## src/rtl/usr_pkg.sv

```systemverilog
// rtl/usr_pkg.sv - mode codes, FSM states and helpers for the universal shift register
package usr_pkg;

  typedef enum logic [2:0] {
    MODE_HOLD  = 3'b000,
    MODE_SHR   = 3'b001,
    MODE_SHL   = 3'b010,
    MODE_LOAD  = 3'b011,
    MODE_ROTR  = 3'b100,
    MODE_ROTL  = 3'b101,
    MODE_ASR   = 3'b110,
    MODE_CLEAR = 3'b111
  } mode_e;

  typedef enum logic {
    ST_IDLE = 1'b0,
    ST_RUN  = 1'b1
  } state_e;

  // Only these modes are worth repeating; hold/load/clear are idempotent.
  function automatic logic is_shift_mode(input mode_e m);
    return (m == MODE_SHR) || (m == MODE_SHL) || (m == MODE_ROTR) ||
           (m == MODE_ROTL) || (m == MODE_ASR);
  endfunction

endpackage

```

## src/rtl/usr_step_unit.sv

```systemverilog
// rtl/usr_step_unit.sv - single-step next-value logic shared by the IDLE and RUN paths
module usr_step_unit
  import usr_pkg::*;
#(
  parameter int WIDTH = 8
) (
  input  logic [WIDTH-1:0] value_i,
  input  mode_e            mode_i,
  input  logic             sri_i,
  input  logic             sli_i,
  output logic [WIDTH-1:0] next_o,
  output logic             out_bit_o,
  output logic             out_en_o
);

  // Load passes the value through; the top substitutes the parallel data.
  always_comb begin
    next_o    = value_i;
    out_bit_o = 1'b0;
    out_en_o  = 1'b0;
    case (mode_i)
      MODE_HOLD, MODE_LOAD: begin
        next_o = value_i;
      end
      MODE_SHR: begin
        next_o    = {sri_i, value_i[WIDTH-1:1]};
        out_bit_o = value_i[0];
        out_en_o  = 1'b1;
      end
      MODE_SHL: begin
        next_o    = {value_i[WIDTH-2:0], sli_i};
        out_bit_o = value_i[WIDTH-1];
        out_en_o  = 1'b1;
      end
      MODE_ROTR: begin
        next_o    = {value_i[0], value_i[WIDTH-1:1]};
        out_bit_o = value_i[0];
        out_en_o  = 1'b1;
      end
      MODE_ROTL: begin
        next_o    = {value_i[WIDTH-2:0], value_i[WIDTH-1]};
        out_bit_o = value_i[WIDTH-1];
        out_en_o  = 1'b1;
      end
      MODE_ASR: begin
        next_o    = {value_i[WIDTH-1], value_i[WIDTH-1:1]};
        out_bit_o = value_i[0];
        out_en_o  = 1'b1;
      end
      MODE_CLEAR: begin
        next_o = '0;
      end
    endcase
  end

endmodule

```

## src/rtl/universal_shift_register_n.sv

```systemverilog
// rtl/universal_shift_register_n.sv - universal shift register with multi-step RUN sequencer
module universal_shift_register_n
  import usr_pkg::*;
#(
  parameter int WIDTH = 8,
  parameter int AMT_W = $clog2(WIDTH) + 1
) (
  input  logic             clk,
  input  logic             rst,
  input  logic             enb,
  input  logic [2:0]       mode,
  input  logic [WIDTH-1:0] din,
  input  logic             sri,
  input  logic             sli,
  input  logic             start,
  input  logic [AMT_W-1:0] amt,
  output logic [WIDTH-1:0] dout,
  output logic             sout,
  output logic             busy,
  output logic             done
);

  localparam int CNT_W = $clog2(WIDTH + 1);

  state_e           state_q, state_d;
  mode_e            run_mode_q, run_mode_d;
  logic [WIDTH-1:0] data_q, data_d;
  logic [CNT_W-1:0] cnt_q, cnt_d;
  logic             sout_q, sout_d;
  logic             done_q, done_d;

  mode_e            live_mode;
  mode_e            step_mode;
  logic [WIDTH-1:0] step_next;
  logic             step_bit;
  logic             step_out_en;

  assign live_mode = mode_e'(mode);
  // In RUN the latched mode drives the step unit; the live mode is ignored.
  assign step_mode = (state_q == ST_RUN) ? run_mode_q : live_mode;

  usr_step_unit #(.WIDTH(WIDTH)) u_step (
    .value_i   (data_q),
    .mode_i    (step_mode),
    .sri_i     (sri),
    .sli_i     (sli),
    .next_o    (step_next),
    .out_bit_o (step_bit),
    .out_en_o  (step_out_en)
  );

  always_comb begin
    state_d    = state_q;
    run_mode_d = run_mode_q;
    data_d     = data_q;
    cnt_d      = cnt_q;
    sout_d     = sout_q;
    done_d     = 1'b0;
    if (enb) begin
      case (state_q)
        ST_IDLE: begin
          if (start && is_shift_mode(live_mode) && (amt != '0)) begin
            run_mode_d = live_mode;
            state_d    = ST_RUN;
            if (32'(amt) > 32'(WIDTH)) cnt_d = CNT_W'(WIDTH);
            else                       cnt_d = CNT_W'(amt);
          end else begin
            // A zero-length shift request only produces the completion pulse.
            if (!(start && is_shift_mode(live_mode))) begin
              data_d = (live_mode == MODE_LOAD) ? din : step_next;
              if (step_out_en) sout_d = step_bit;
            end
            done_d = start;
          end
        end
        ST_RUN: begin
          data_d = step_next;
          sout_d = step_bit;
          cnt_d  = cnt_q - CNT_W'(1);
          if (cnt_q == CNT_W'(1)) begin
            state_d = ST_IDLE;
            done_d  = 1'b1;
          end
        end
      endcase
    end
  end

  always_ff @(posedge clk) begin
    if (rst) begin
      state_q    <= ST_IDLE;
      run_mode_q <= MODE_HOLD;
      data_q     <= '0;
      cnt_q      <= '0;
      sout_q     <= 1'b0;
      done_q     <= 1'b0;
    end else begin
      state_q    <= state_d;
      run_mode_q <= run_mode_d;
      data_q     <= data_d;
      cnt_q      <= cnt_d;
      sout_q     <= sout_d;
      done_q     <= done_d;
    end
  end

  assign dout = data_q;
  assign sout = sout_q;
  assign busy = (state_q == ST_RUN);
  assign done = done_q;

endmodule

```

## config.mk

```make
export PLATFORM = sky130hd
export DESIGN_NAME = universal_shift_register_n
export DESIGN_NICKNAME = d
export VERILOG_FILES = /design/src/rtl/usr_pkg.sv /design/src/rtl/usr_step_unit.sv /design/src/rtl/universal_shift_register_n.sv
export SDC_FILE = /design/constraint.sdc
export NUM_CORES = 1
export LEC_CHECK = 0
export BUFFER_PORTS_ARGS = -buffer_cell sky130_fd_sc_hd__buf_2
export CELL_PAD_IN_SITES_DETAIL_PLACEMENT = 0
export CELL_PAD_IN_SITES_GLOBAL_PLACEMENT = 1
export CORE_ASPECT_RATIO = 0.75
export CORE_UTILIZATION = 36
export DETAILED_ROUTE_END_ITERATION = 12
export GPL_TIMING_DRIVEN = 0
export PLACE_DENSITY_LB_ADDON = 0.08
export SLEW_MARGIN = 20
export SYNTH_ARGS = -nofsm -noshare
export SYNTH_HDL_FRONTEND = slang
export SYNTH_SLANG_ARGS = --single-unit
```

## constraint.sdc

```tcl
create_clock -name clk -period 1.8 [get_ports clk]
set_input_delay 0.18 -clock clk [delete_from_list [all_inputs] [get_ports clk]]
set_output_delay 0.18 -clock clk [all_outputs]
set_load 0.01 [all_outputs]
```

======== Word level (Yosys, flattened, before mapping) ========
Cells that the tools add are included.
Widths: inputs -> output; s select.
storage, ports and cells
  output and inout bits ................... 11
  input bits .............................. 21
  word-level logic and storage cells ...... 66
  register bits after elaboration ......... 18
cells by class
  reductions and logical operators ........ 17
  $add $sub $neg .......................... 1
  order comparisons ....................... 1
  multiplexer cells ....................... 21
  equality and inequality tests ........... 18
  bitwise gates (word level) .............. 2
operator list
  operator             number
  $pmux 8 s7           1
  $mux 8               3
  $eq 3x3->1 const B   7
  $pmux 8 s2           1
  $eq 3x2->1 const B   4
  $mux 1               8
  $mux 4               2
  $ne 2x2->1 const B   4
  $pmux 1 s2           4
  $pmux 4 s2           1
  $eq 3x1->1 const B   2
  $reduce_and 3->1     2
  $reduce_or 2->1      3
  $reduce_or 5->1      1
  $eq 4x1->1 const B   1
  $gt 4x4->1 const B   1
  $logic_or 1x1->1     4
  $reduce_and 4->1     1
  $reduce_bool 4->1    1
  $sub 4x1->4 const B  1
  $logic_not 3->1      1
  $mux 3               1
  $reduce_or 3->1      1
  $logic_and 1x1->1    2
  other kinds (2)      3

======== Logic depth before layout (Yosys ltp) ========
Gate-level depths: netlist (run 1).
  word-level depth ........................ 9
  gate-level depth with buffers ........... 7
  gate-level depth less buffers ........... 6

======== By module ========
A second synthesis (run 1) with hierarchy kept.
second synthesis, totals
  cell total of the unflattened synthesis .. 160
  area total of the unflattened synthesis .. 1368.8 um2
by module, submodules not included
  module                      times used  seq. area each (um2)  area each (um2)  cells an instance
  universal_shift_register_n  1           360.3                 1009.7           109
  usr_step_unit               1           0.0                   359.1            51

======== Least setup slack after synthesis (run 1) ========
Ideal clock, no wire load.
  path kind ............................... register to register
  start point ............................. reg state_q (netlist: busy)
  end point ............................... reg data_q[7] (netlist: dout[7])
  setup slack ............................. 0.009 ns
  data arrival time ....................... 1.651 ns
  period minus slack after synthesis ...... 1.791 ns
  cell stages (with the launch flop) ...... 7
  cell sequence ........................... dfxtp_1 buf_4 mux2i_4 nor2_1 a22o_1 a221oi_1 a211oi_2
on the way
  word-level cells in the longest chain between the ends .. 8
ends and longest elaborated chain
  item                                           RTL line                           RTL
  start: declaration                             universal_shift_register_n.sv:25   state_e state_q, state_d;
  start signal: assignment                       universal_shift_register_n.sv:98   state_q <= state_d;
  $mux 3                                         universal_shift_register_n.sv:40   assign step_mode = (state_q == ST_RUN) ? run_mode_q : live_mode;
  $eq 3x2->1 or $logic_not 3->1 (tied branches)  usr_step_unit.sv:21                case (mode_i)
  $reduce_or 2->1                                usr_step_unit.sv:21
  $pmux 8 s7                                     usr_step_unit.sv:21
  $mux 8                                         universal_shift_register_n.sv:70   data_d = (live_mode == MODE_LOAD) ? din : step_next;
  $mux 8                                         universal_shift_register_n.sv:69   if (!(start && is_shift_mode(live_mode))) begin
  $mux 8                                         universal_shift_register_n.sv:62   if (start && is_shift_mode(live_mode) && (amt != '0)) begin
  $pmux 8 s2                                     universal_shift_register_n.sv:60   case (state_q)
  end signal: assignment                         universal_shift_register_n.sv:100  data_q <= data_d;
  end: declaration                               universal_shift_register_n.sv:27   logic [WIDTH-1:0] data_q, data_d;
Parallel ways exist; a longest one is shown, timed or not. The select of a mux whose other input is x is not followed.
A chain may end at the register's enable or synchronous reset.

======== Worst setup path after layout (run 1) ========
  start point ............................. reg state_q (netlist: busy)
  end point ............................... reg data_q[4] (netlist: dout[4])
Same word-level chain as after synthesis.

==> impl_metrics.py, run 1 <==
metrics = {
    "outcome": {
        "status": "finished, final reports clean",
    },
    "route": {
        "firstDrtPassIters": 4,
        "routed_wl_mm": 3.68,
        "drtAntennaViolNets": 0,
        "route.vias.total": 1357,
        "dr.first_iter.drc_count": 36,
        "drc_errors": 0,
        "drt-wirelength-per-cell_um": 14.9,
        "route.detailed.vias_per_inst": 5.49,
    },
    "clock_network": {
        "clockBufferDepth": 2,
        "cts-htree-levels": 1,
        "tritoncts_num_sinks": 18,
        "cts_tree": "built",
        "cts.reportedPaths.clkPinSlew_ns": 0.07,
        "cts_root_buf": "sky130_fd_sc_hd__clkbuf_8",
        "cts_inserted_buffers": 3,
        "worst_skew_pair.late_latency_ns": 0.26,
    },
    "floorplan": {
        "core-area_um2": 3450,
        "floorplan.initialDensity": 0.397,
        "ios": 32,
        "dieWidth_um": 73.2,
        "die_area_um2": 4050,
        "placement_rows": 18,
        "die-height_um": 55.4,
    },
    "worst_hold_path": {
        "hold_depth": 3,
        "hp-start": "amt[1]",
        "hold_path_class": "in -> reg",
    },
    "synth": {
        "yosys_register_bits": 18,
        "seq_area_frac_synth": 0.263,
        "synthFlopType": "sky130_fd_sc_hd__dfxtp_1",
        "syn_avg_cell_area_um2": 8.66,
        "synth_warnings": 0,
        "yosys.cell_types.count": 48,
        "post_syn_area_um2": 1370,
        "synth_fp_nets": 181,
        "netlist_instances": 158,
        "synth-edff-count": 0,
        "synth-async-reset-ratio": 0,
    },
    "worst_setup_path": {
        "timing.rr.start": "busy$_SDFFE_PP0P_",
        "internal_reg_to_reg_setup_slack_ns": 0.05,
        "crit_required_ns": 1.92,
        "max_stage_delay_cell_worst_path": "sky130_fd_sc_hd__dfxtp_1",
        "cp-startpoint": "busy$_SDFFE_PP0P_",
        "arrival_ns": 1.87,
        "critical_path_peak_fanout": 7,
        "ff2ff_path_depth": 6,
        "timing.critical_path.cells": "buf_6, mux2i_4, nand2b_1, nand2_2, a221oi_1, a211oi_2",
        "critical_path.endpoint": "dout[4]$_SDFFE_PP0P_",
        "critical_path.top_delay_family": "compound AO/OA/AOI/OAI gates",
        "critPathCaptureType": "flop",
        "criticalPathCategory": "reg -> reg",
        "start_kind": "flop",
        "path_buf_inv": 1,
        "crit_cells": 6,
        "maximum_single_stage_delay_on_the_critical_path_ns": 0.34,
        "regToRegEndpoint": "dout[4]$_SDFFE_PP0P_",
    },
    "sta": {
        "whs_ns": 0.316,
        "final.period_utilization": 0.971,
        "finalSetupViolations": 0,
        "timing.final.ws_setup_ns": 0.0528,
        "timing_worst_slew_pin_value_ns": 0.702,
        "layout_min_cycle_time_ns": 1.75,
        "relative_slew_slack": 0.528,
        "final-hold-violation-count": 0,
        "max_clock_freq_mhz": 572,
        "fin_worst_skew_ns": 0.00311,
        "final_max_slew_violation_count": 0,
        "grt_setup_unrepaired": "true",
    },
    "global_routing": {
        "grt_remaining_overflow": 0,
        "use_met2": 0.266,
        "grt_first_pass_wirelength_mm": 5.83,
        "global_route.usage.met1": 0.272,
        "via_count_of_the_first_global_routing_pass": 1231,
        "grt_start_max_net_pins": 11,
        "met3_usage": 0.0438,
        "grt_antenna_before_repair": 0,
        "global_route.peak_usage_layer": "met1",
        "gr_util_all_layers": 0.184,
    },
    "placed_design": {
        "detailed_place_hpwl_mm": 2.66,
        "port_buffers": 30,
        "preCtsSetupSlack_ns": -0.151,
        "gp_congestion": 0.765,
        "placedInstanceArea_um2": 1580,
    },
    "pwr": {
        "ir_drop_worst_case_vdd_mv": 0.277,
        "p_seq_frac": 0.409,
        "power.share.clock": 0.255,
        "internal_power_mw": 0.746,
        "sw_frac_of_total": 0.342,
        "comb_power_share": 0.337,
        "fin_total_pwr_mw": 1.13,
        "net-switching-power_mw": 0.388,
        "total_leakage_power_nw": 0.684,
        "power_density_nw_per_um2": 651,
    },
    "finish": {
        "layout.core_utilization": 0.506,
        "final.fill_count": 364,
        "design.final.nets": 222,
        "growth_of_design_area_from_synthesis_to_finish_pct": 27.4,
        "drive_gt1_frac": 0.391,
        "n_antenna_cell": 0,
        "postLayoutCellArea_um2": 1740,
    },
    "run": {
        "drv_cap": 0,
    },
}
==> logic make-up (layout without fill, tap and decap cells) <==
family	after synthesis	count (layout)	share of synthesized area
AOI/OAI and AO/OA	51	51	0.336
xor gates and xnor gates	2	2	0.0128
and+or+nand+nor	61	61	0.238
DFF	18	18	0.263
buffers and inverters	16	55	0.0604
adders and majority gates	2	2	0.0183
muxes	8	8	0.0714
==> per-stage QoR <==
step / TNS (ns) / cells
global placement: -0.463 / 238
floorplan: 0 / 158
detailed placement: -0.879 / 238
global route: -0.102 / 247
CTS: 0 / 245
finish: 0 / 247
==> cell type report <==
| cell class | instances | area, um2 | area share |
|---|---|---|---|
| multi-input cells | 124 | 996 | 0.571 |
| flip-flops and latches | 18 | 360 | 0.207 |
| repair buffers | 36 | 195 | 0.112 |
| well taps | 50 | 62.6 | 0.0359 |
| plain buffers | 8 | 57.6 | 0.0330 |
| clock buffers | 3 | 41.3 | 0.0237 |
| inverters | 8 | 30.0 | 0.0172 |
==> cell usage in the layout (no fill, tap or decap), types with 2 or more instances in the layout <==
master / n
sky130_fd_sc_hd__buf_1: 2
sky130_fd_sc_hd__nand2_1: 7
sky130_fd_sc_hd__a211oi_1: 2
sky130_fd_sc_hd__ha_1: 2
sky130_fd_sc_hd__clkbuf_8: 3
sky130_fd_sc_hd__nor3_1: 7
sky130_fd_sc_hd__buf_2: 30
sky130_fd_sc_hd__nand3_1: 4
sky130_fd_sc_hd__inv_1: 8
sky130_fd_sc_hd__buf_4: 7
sky130_fd_sc_hd__nor2_1: 27
sky130_fd_sc_hd__a21o_1: 2
sky130_fd_sc_hd__o21ai_0: 5
sky130_fd_sc_hd__a221oi_1: 4
sky130_fd_sc_hd__mux2i_1: 4
sky130_fd_sc_hd__buf_6: 3
sky130_fd_sc_hd__o21a_1: 2
sky130_fd_sc_hd__a211oi_2: 8
sky130_fd_sc_hd__nand2b_1: 3
sky130_fd_sc_hd__a21oi_1: 7
sky130_fd_sc_hd__dfxtp_1: 18
sky130_fd_sc_hd__a221oi_2: 5
sky130_fd_sc_hd__mux2i_4: 2
sky130_fd_sc_hd__a21oi_2: 5
==> power groups by stage <==
stage	clock [mW]	combinational (mW)	sequential, mW
floorplan	0	0.231	0.469
global placement	0	0.329	0.466
detailed placement	0	0.337	0.467
CTS	0.301	0.365	0.461
global route	0.316	0.416	0.467
finish	0.289	0.382	0.463
==> how the worst min path moves through the flow <==
stage,slack (ns),end
final,0.32,cnt_q[1]$_SDFFE_PP0P_
after global routing,0.35,run_mode_q[0]$_SDFFE_PP0P_
after global placement,0.46,sout$_SDFFE_PP0P_
after floorplan,0.33,run_mode_q[0]$_SDFFE_PP0P_
after CTS,0.31,cnt_q[2]$_SDFFE_PP0P_
after detailed placement,0.46,sout$_SDFFE_PP0P_
==> worst min-delay path: stages <==
cell                       delay [ns]
sky130_fd_sc_hd__buf_2           0.09
sky130_fd_sc_hd__a221oi_1        0.07
sky130_fd_sc_hd__a211oi_1        0.19
==> cell usage after synthesis, types with 4 or more instances <==
| master | n | area [um2] |
|---|---|---|
| sky130_fd_sc_hd__a211oi_2 | 7 | 87.6 |
| sky130_fd_sc_hd__a21oi_1 | 7 | 35.0 |
| sky130_fd_sc_hd__a21oi_2 | 5 | 43.8 |
| sky130_fd_sc_hd__a221oi_1 | 9 | 78.8 |
| sky130_fd_sc_hd__dfxtp_1 | 18 | 360 |
| sky130_fd_sc_hd__inv_1 | 8 | 30.0 |
| sky130_fd_sc_hd__mux2i_1 | 5 | 50.1 |
| sky130_fd_sc_hd__nand2_1 | 8 | 30.0 |
| sky130_fd_sc_hd__nand3_1 | 4 | 20.0 |
| sky130_fd_sc_hd__nor2_1 | 27 | 101 |
| sky130_fd_sc_hd__nor3_1 | 7 | 35.0 |
| sky130_fd_sc_hd__o21ai_0 | 5 | 25.0 |
==> layer usage <==
metal  wire (um)  vias to the layer above
met3         186                        4
met1        1860                      653
li1            -                      667
met4          25                        0
met2        1610                       33
met5           0                        -
==> repair_timing <==
item	4_1_cts	5_1_grt
pin swaps	1	1
buffers inserted	4	2
setup endpoints to repair	9	11
hold buffers	0	0
gates resized for setup	9	6
==> registers in the layout, summed over array words and instances (netlist names) <==
signal      cells
busy            1
cnt_q           4
done            1
dout            8
run_mode_q      3
sout            1
No activity file was read; power rests on OpenSTA's default activity.
==> run 2: changes to the inputs <==
--- a/config.mk
+++ b/config.mk
@@ -11,7 +11,6 @@
 export CORE_ASPECT_RATIO = 0.75
 export CORE_UTILIZATION = 36
 export DETAILED_ROUTE_END_ITERATION = 12
-export GPL_TIMING_DRIVEN = 0
 export PLACE_DENSITY_LB_ADDON = 0.08
 export SLEW_MARGIN = 20
 export SYNTH_ARGS = -nofsm -noshare
==> impl_metrics.py, run 2 (synthesis gave the netlist of run 1 again) <==
metrics = {
    "worst_setup_path": {
        "crit_cells": 6,
        "arrival_ns": 1.81,
        "critical_path_peak_fanout": 5,
        "max_stage_delay_cell_worst_path": "sky130_fd_sc_hd__dfxtp_2",
        "path_buf_inv": 1,
        "start_kind": "flop",
        "criticalPathCategory": "reg -> reg",
        "ff2ff_path_depth": 6,
        "timing.critical_path.cells": "buf_4, mux2i_4, nor2_1, a221o_1, a211oi_1, a2111oi_2",
        "maximum_single_stage_delay_on_the_critical_path_ns": 0.36,
        "critPathCaptureType": "flop",
        "critical_path.top_delay_family": "compound AO/OA/AOI/OAI gates",
        "crit_required_ns": 1.92,
    },
    "clock_network": {
        "worst_skew_pair.late_latency_ns": 0.25,
        "cts_inserted_buffers": 3,
        "tritoncts_num_sinks": 18,
        "cts-htree-levels": 1,
        "cts.reportedPaths.clkPinSlew_ns": 0.06,
        "cts_tree": "built",
        "cts_root_buf": "sky130_fd_sc_hd__clkbuf_8",
        "clockBufferDepth": 2,
    },
    "sta": {
        "fin_worst_skew_ns": 0.00229,
        "final.setup.tns_ns": 0,
        "relative_slew_slack": 0.673,
        "timing.final.ws_setup_ns": 0.114,
        "timing_worst_slew_pin_value_ns": 0.490,
        "layout_min_cycle_time_ns": 1.69,
        "finalSetupViolations": 0,
        "grt_setup_unrepaired": "false",
        "final.period_utilization": 0.937,
        "max_clock_freq_mhz": 593,
        "final-hold-violation-count": 0,
        "final_max_slew_violation_count": 0,
    },
    "worst_hold_path": {
        "hold_depth": 3,
        "hold_path_class": "in -> reg",
    },
    "floorplan": {
        "floorplan.initialDensity": 0.397,
        "die_area_um2": 4050,
        "core-area_um2": 3450,
        "ios": 32,
        "placement_rows": 18,
        "dieWidth_um": 73.2,
        "die-height_um": 55.4,
    },
    "pwr": {
        "power_density_nw_per_um2": 640,
        "total_leakage_power_nw": 0.693,
        "ir_drop_worst_case_vdd_mv": 0.393,
    },
    "finish": {
        "final_common_cell": "sky130_fd_sc_hd__buf_2",
        "final_cell_mix": "sky130_fd_sc_hd__buf_2, sky130_fd_sc_hd__nor2_1, sky130_fd_sc_hd__dfxtp_1",
        "largest_register_ff_count": 8,
        "design.final.nets": 223,
        "layout.core_utilization": 0.503,
        "n_antenna_cell": 0,
        "postLayoutCellArea_um2": 1730,
        "growth_of_design_area_from_synthesis_to_finish_pct": 26.6,
        "drive_gt1_frac": 0.399,
    },
    "route": {
        "drtAntennaViolNets": 0,
        "drt-wirelength-per-cell_um": 13.1,
        "firstDrtPassIters": 4,
        "routed_wl_mm": 3.26,
        "route.vias.total": 1298,
        "dr.first_iter.drc_count": 67,
        "drc_errors": 0,
        "route.detailed.vias_per_inst": 5.23,
    },
    "placed_design": {
        "placedInstanceArea_um2": 1650,
        "port_buffers": 31,
        "detailed_place_hpwl_mm": 2.56,
        "gp_congestion": 0.770,
        "preCtsSetupSlack_ns": 0.0505,
    },
    "global_routing": {
        "gr_util_all_layers": 0.178,
        "grt_start_max_net_pins": 19,
        "grt_antenna_before_repair": 0,
        "grt_remaining_overflow": 0,
        "grt_first_pass_wirelength_mm": 5.66,
        "via_count_of_the_first_global_routing_pass": 1204,
    },
    "outcome": {
        "status": "finished, final reports clean",
    },
    "run": {
        "drv_cap": 0,
    },
}
[run 2: stage by stage]
step	power (mW)	hold slack, ns	std cells
global route	1.19	0.342	248
floorplan	0.700	0.327	158
global placement	0.820	0.455	245
CTS	1.11	0.298	248
finish	1.11	0.308	248
detailed placement	0.823	0.459	245
[run 2: worst min-delay path: cells and delay by family]
kind / cells / cell delay [ns]
buffers and inverters: 1 / 0.17
muxes: 1 / 0.09
and+or+nand+nor: 1 / 0.08
[run 2: area by class of cell]
| class | instances | area, um2 |
|---|---|---|
| Sequential cell | 18 | 362 |
| Fill cell | 345 | 1710 |
| Inverter | 8 | 30.0 |
| Clock buffer | 3 | 41.3 |
| Tap cell | 50 | 62.6 |
| Timing Repair Buffer | 45 | 273 |
| Multi-Input combinational cell | 124 | 963 |
[run 2: report_power, final]
| group | total (mW) | leakage [nW] | switching, mW | internal (mW) |
|---|---|---|---|---|
| Combinational | 0.367 | 0.523 | 0.198 | 0.169 |
| Clock | 0.277 | 0.0216 | 0.128 | 0.149 |
| Sequential | 0.464 | 0.148 | 0.0372 | 0.426 |
| Total | 1.11 | 0.693 | 0.363 | 0.744 |
[run 2: path summary, 6_finish.rpt]
check | startpoint | to | slack [ns]
setup / recovery | busy$_SDFFE_PP0P_ | dout[0]$_SDFFE_PP0P_ | 0.11
hold / removal | mode[0] | run_mode_q[0]$_SDFFE_PP0P_ | 0.31
setup reg to reg | busy$_SDFFE_PP0P_ | dout[0]$_SDFFE_PP0P_ | 0.11
hold reg to reg | sout$_SDFFE_PP0P_ | sout$_SDFFE_PP0P_ | 0.46
[run 2: layer usage]
layer	routed length (um)	up-vias	GRT usage
li1	-	669	-
met1	1760	590	0.269
met2	1290	35	0.254
met3	187	4	0.0456
met4	25	0	0.0252
met5	0	-	0
[run 2: repair_timing]
action	in CTS	in global routing
gates resized for setup	0	8
hold buffers	0	0
setup buffers	0	0
setup endpoints to repair	0	9
==> run 3: changes to the inputs <==
--- a/config.mk
+++ b/config.mk
@@ -11,7 +11,7 @@
 export CORE_ASPECT_RATIO = 0.75
 export CORE_UTILIZATION = 36
 export DETAILED_ROUTE_END_ITERATION = 12
-export PLACE_DENSITY_LB_ADDON = 0.08
+export PLACE_DENSITY = 0.75
 export SLEW_MARGIN = 20
 export SYNTH_ARGS = -nofsm -noshare
 export SYNTH_HDL_FRONTEND = slang
==> impl_metrics.py, run 3 (synthesis gave the netlist of run 1 again) <==
metrics = {
    "floorplan": {
        "ios": 32,
        "core-area_um2": 3450,
        "die_area_um2": 4050,
        "dieWidth_um": 73.2,
        "placement_rows": 18,
        "die-height_um": 55.4,
        "floorplan.initialDensity": 0.397,
    },
    "pwr": {
        "fin_total_pwr_mw": 1.10,
        "ir_drop_worst_case_vdd_mv": 0.369,
        "total_leakage_power_nw": 0.651,
        "power_density_nw_per_um2": 658,
    },
    "clock_network": {
        "cts_inserted_buffers": 3,
        "cts-htree-levels": 1,
        "cts.reportedPaths.clkPinSlew_ns": 0.07,
        "cts_tree": "built",
        "tritoncts_num_sinks": 18,
        "worst_skew_pair.late_latency_ns": 0.25,
        "cts_root_buf": "sky130_fd_sc_hd__clkbuf_8",
        "holdBufCountCts": 0,
        "clockBufferDepth": 2,
        "post-cts-setup-buffer-count": 0,
    },
    "worst_setup_path": {
        "timing.critical_path.cells": "mux2i_1, xnor2_1, a221o_1, a211oi_1, a2111oi_2",
        "start_kind": "flop",
        "ff2ff_path_depth": 5,
        "critPathCaptureType": "flop",
        "critical_path_peak_fanout": 5,
        "max_stage_delay_cell_worst_path": "sky130_fd_sc_hd__dfxtp_4",
        "maximum_single_stage_delay_on_the_critical_path_ns": 0.40,
        "criticalPathCategory": "reg -> reg",
        "arrival_ns": 1.85,
        "crit_required_ns": 1.92,
        "timing.rr.start": "busy$_SDFFE_PP0P_",
        "internal_reg_to_reg_setup_slack_ns": 0.08,
        "regToRegEndpoint": "dout[0]$_SDFFE_PP0P_",
    },
    "finish": {
        "final.fill_count": 362,
        "final_cell_count_no_fill": 243,
        "final_common_cell": "sky130_fd_sc_hd__buf_2",
        "postLayoutCellArea_um2": 1670,
        "final_cell_mix": "sky130_fd_sc_hd__buf_2, sky130_fd_sc_hd__nor2_1, sky130_fd_sc_hd__dfxtp_1",
        "growth_of_design_area_from_synthesis_to_finish_pct": 21.9,
        "drive_gt1_frac": 0.363,
        "design.final.nets": 218,
        "n_antenna_cell": 0,
        "largest_register_ff_count": 8,
    },
    "sta": {
        "whs_ns": 0.296,
        "final-hold-violation-count": 0,
        "timing_worst_slew_pin_value_ns": 0.507,
        "max_clock_freq_mhz": 581,
        "final.period_utilization": 0.957,
        "timing.final.ws_setup_ns": 0.0776,
        "relative_slew_slack": 0.660,
        "final_max_slew_violation_count": 0,
        "fin_worst_skew_ns": 0.000787,
        "finalSetupViolations": 0,
        "layout_min_cycle_time_ns": 1.72,
        "grt_setup_unrepaired": "false",
    },
    "global_routing": {
        "via_count_of_the_first_global_routing_pass": 1211,
        "grt_start_max_net_pins": 22,
        "grt_first_pass_wirelength_mm": 5.75,
        "gr_util_all_layers": 0.178,
        "met3_usage": 0.0438,
        "global_route.peak_usage_layer": "met1",
        "grt_remaining_overflow": 0,
        "global_route.usage.met1": 0.269,
        "use_met2": 0.255,
        "grt_antenna_before_repair": 0,
    },
    "placed_design": {
        "placedInstanceArea_um2": 1610,
        "preCtsSetupSlack_ns": -0.0276,
        "port_buffers": 31,
        "place_inst": 240,
        "gp_congestion": 0.787,
        "detailed_place_hpwl_mm": 2.54,
    },
    "route": {
        "routed_wl_mm": 3.37,
        "drt-wirelength-per-cell_um": 13.9,
        "firstDrtPassIters": 4,
        "drtAntennaViolNets": 0,
        "route.vias.total": 1283,
        "drc_errors": 0,
        "dr.first_iter.drc_count": 47,
        "route.detailed.vias_per_inst": 5.28,
    },
    "worst_hold_path": {
        "hp-start": "mode[0]",
        "hold_depth": 3,
        "worstHoldEndpoint": "run_mode_q[0]$_SDFFE_PP0P_",
        "hold_path_class": "in -> reg",
    },
    "outcome": {
        "status": "finished, final reports clean",
    },
    "run": {
        "drv_cap": 0,
    },
}
-- run 3: cell types whose count changed in the layout (fill, tap and decap cells not counted), sizes merged --
| cell | change |
|---|---|
| buf | -5 |
-- run 3: final cells by class --
cell class	count	area [um2]	area share
multi-input cells	124	933	0.560
clock buffers	3	41.3	0.0248
inverters	8	30.0	0.0180
well taps	50	62.6	0.0375
flip-flops and latches	18	364	0.218
repair buffers	40	235	0.141
-- run 3: critical path, delay by kind of cell (launching register included) --
family / cells / cell delay, ns
AO/OA/AOI/OAI: 3 / 0.66
XOR/XNOR: 1 / 0.13
flip-flops: 1 / 0.40
multiplexers: 1 / 0.39
-- run 3: layer usage --
metal,up-vias,wire (um)
met5,-,0
met4,0,10
met3,2,110
met2,21,1380
met1,598,1870
li1,662,-
-- run 3: how the worst max path moves through the flow --
stage	cells past startpoint	startpoint	slack (ns)	end
after floorplan	6	busy$_SDFFE_PP0P_	0.009	dout[7]$_SDFFE_PP0P_
after detailed placement	5	busy$_SDFFE_PP0P_	-0.03	dout[0]$_SDFFE_PP0P_
final	5	busy$_SDFFE_PP0P_	0.08	dout[0]$_SDFFE_PP0P_
after CTS	5	busy$_SDFFE_PP0P_	0.05	dout[0]$_SDFFE_PP0P_
after global placement	5	busy$_SDFFE_PP0P_	0.01	dout[0]$_SDFFE_PP0P_
after global routing	5	busy$_SDFFE_PP0P_	0.0004	dout[0]$_SDFFE_PP0P_
-- run 3: per-stage QoR --
stage | TNS, ns | util
final | 0 | 0.484
after global placement | 0 | 0.468
after global routing | 0 | 0.484
after floorplan | 0 | -
after CTS | 0 | 0.480
after detailed placement | -0.0534 | 0.468
-- run 3: repair_timing --
item	4_1_cts	5_1_grt
endpoints found under the setup margin	8	9
pin swaps	0	2
endpoints found under the hold margin	0	0
gates resized for setup	1	3
-- run 3: power breakdown --
part           internal, mW  switching [mW]  leakage, nW
clock network         0.149           0.138       0.0216
registers             0.426          0.0385        0.148
logic                 0.157           0.189        0.481
total                 0.731           0.366        0.651
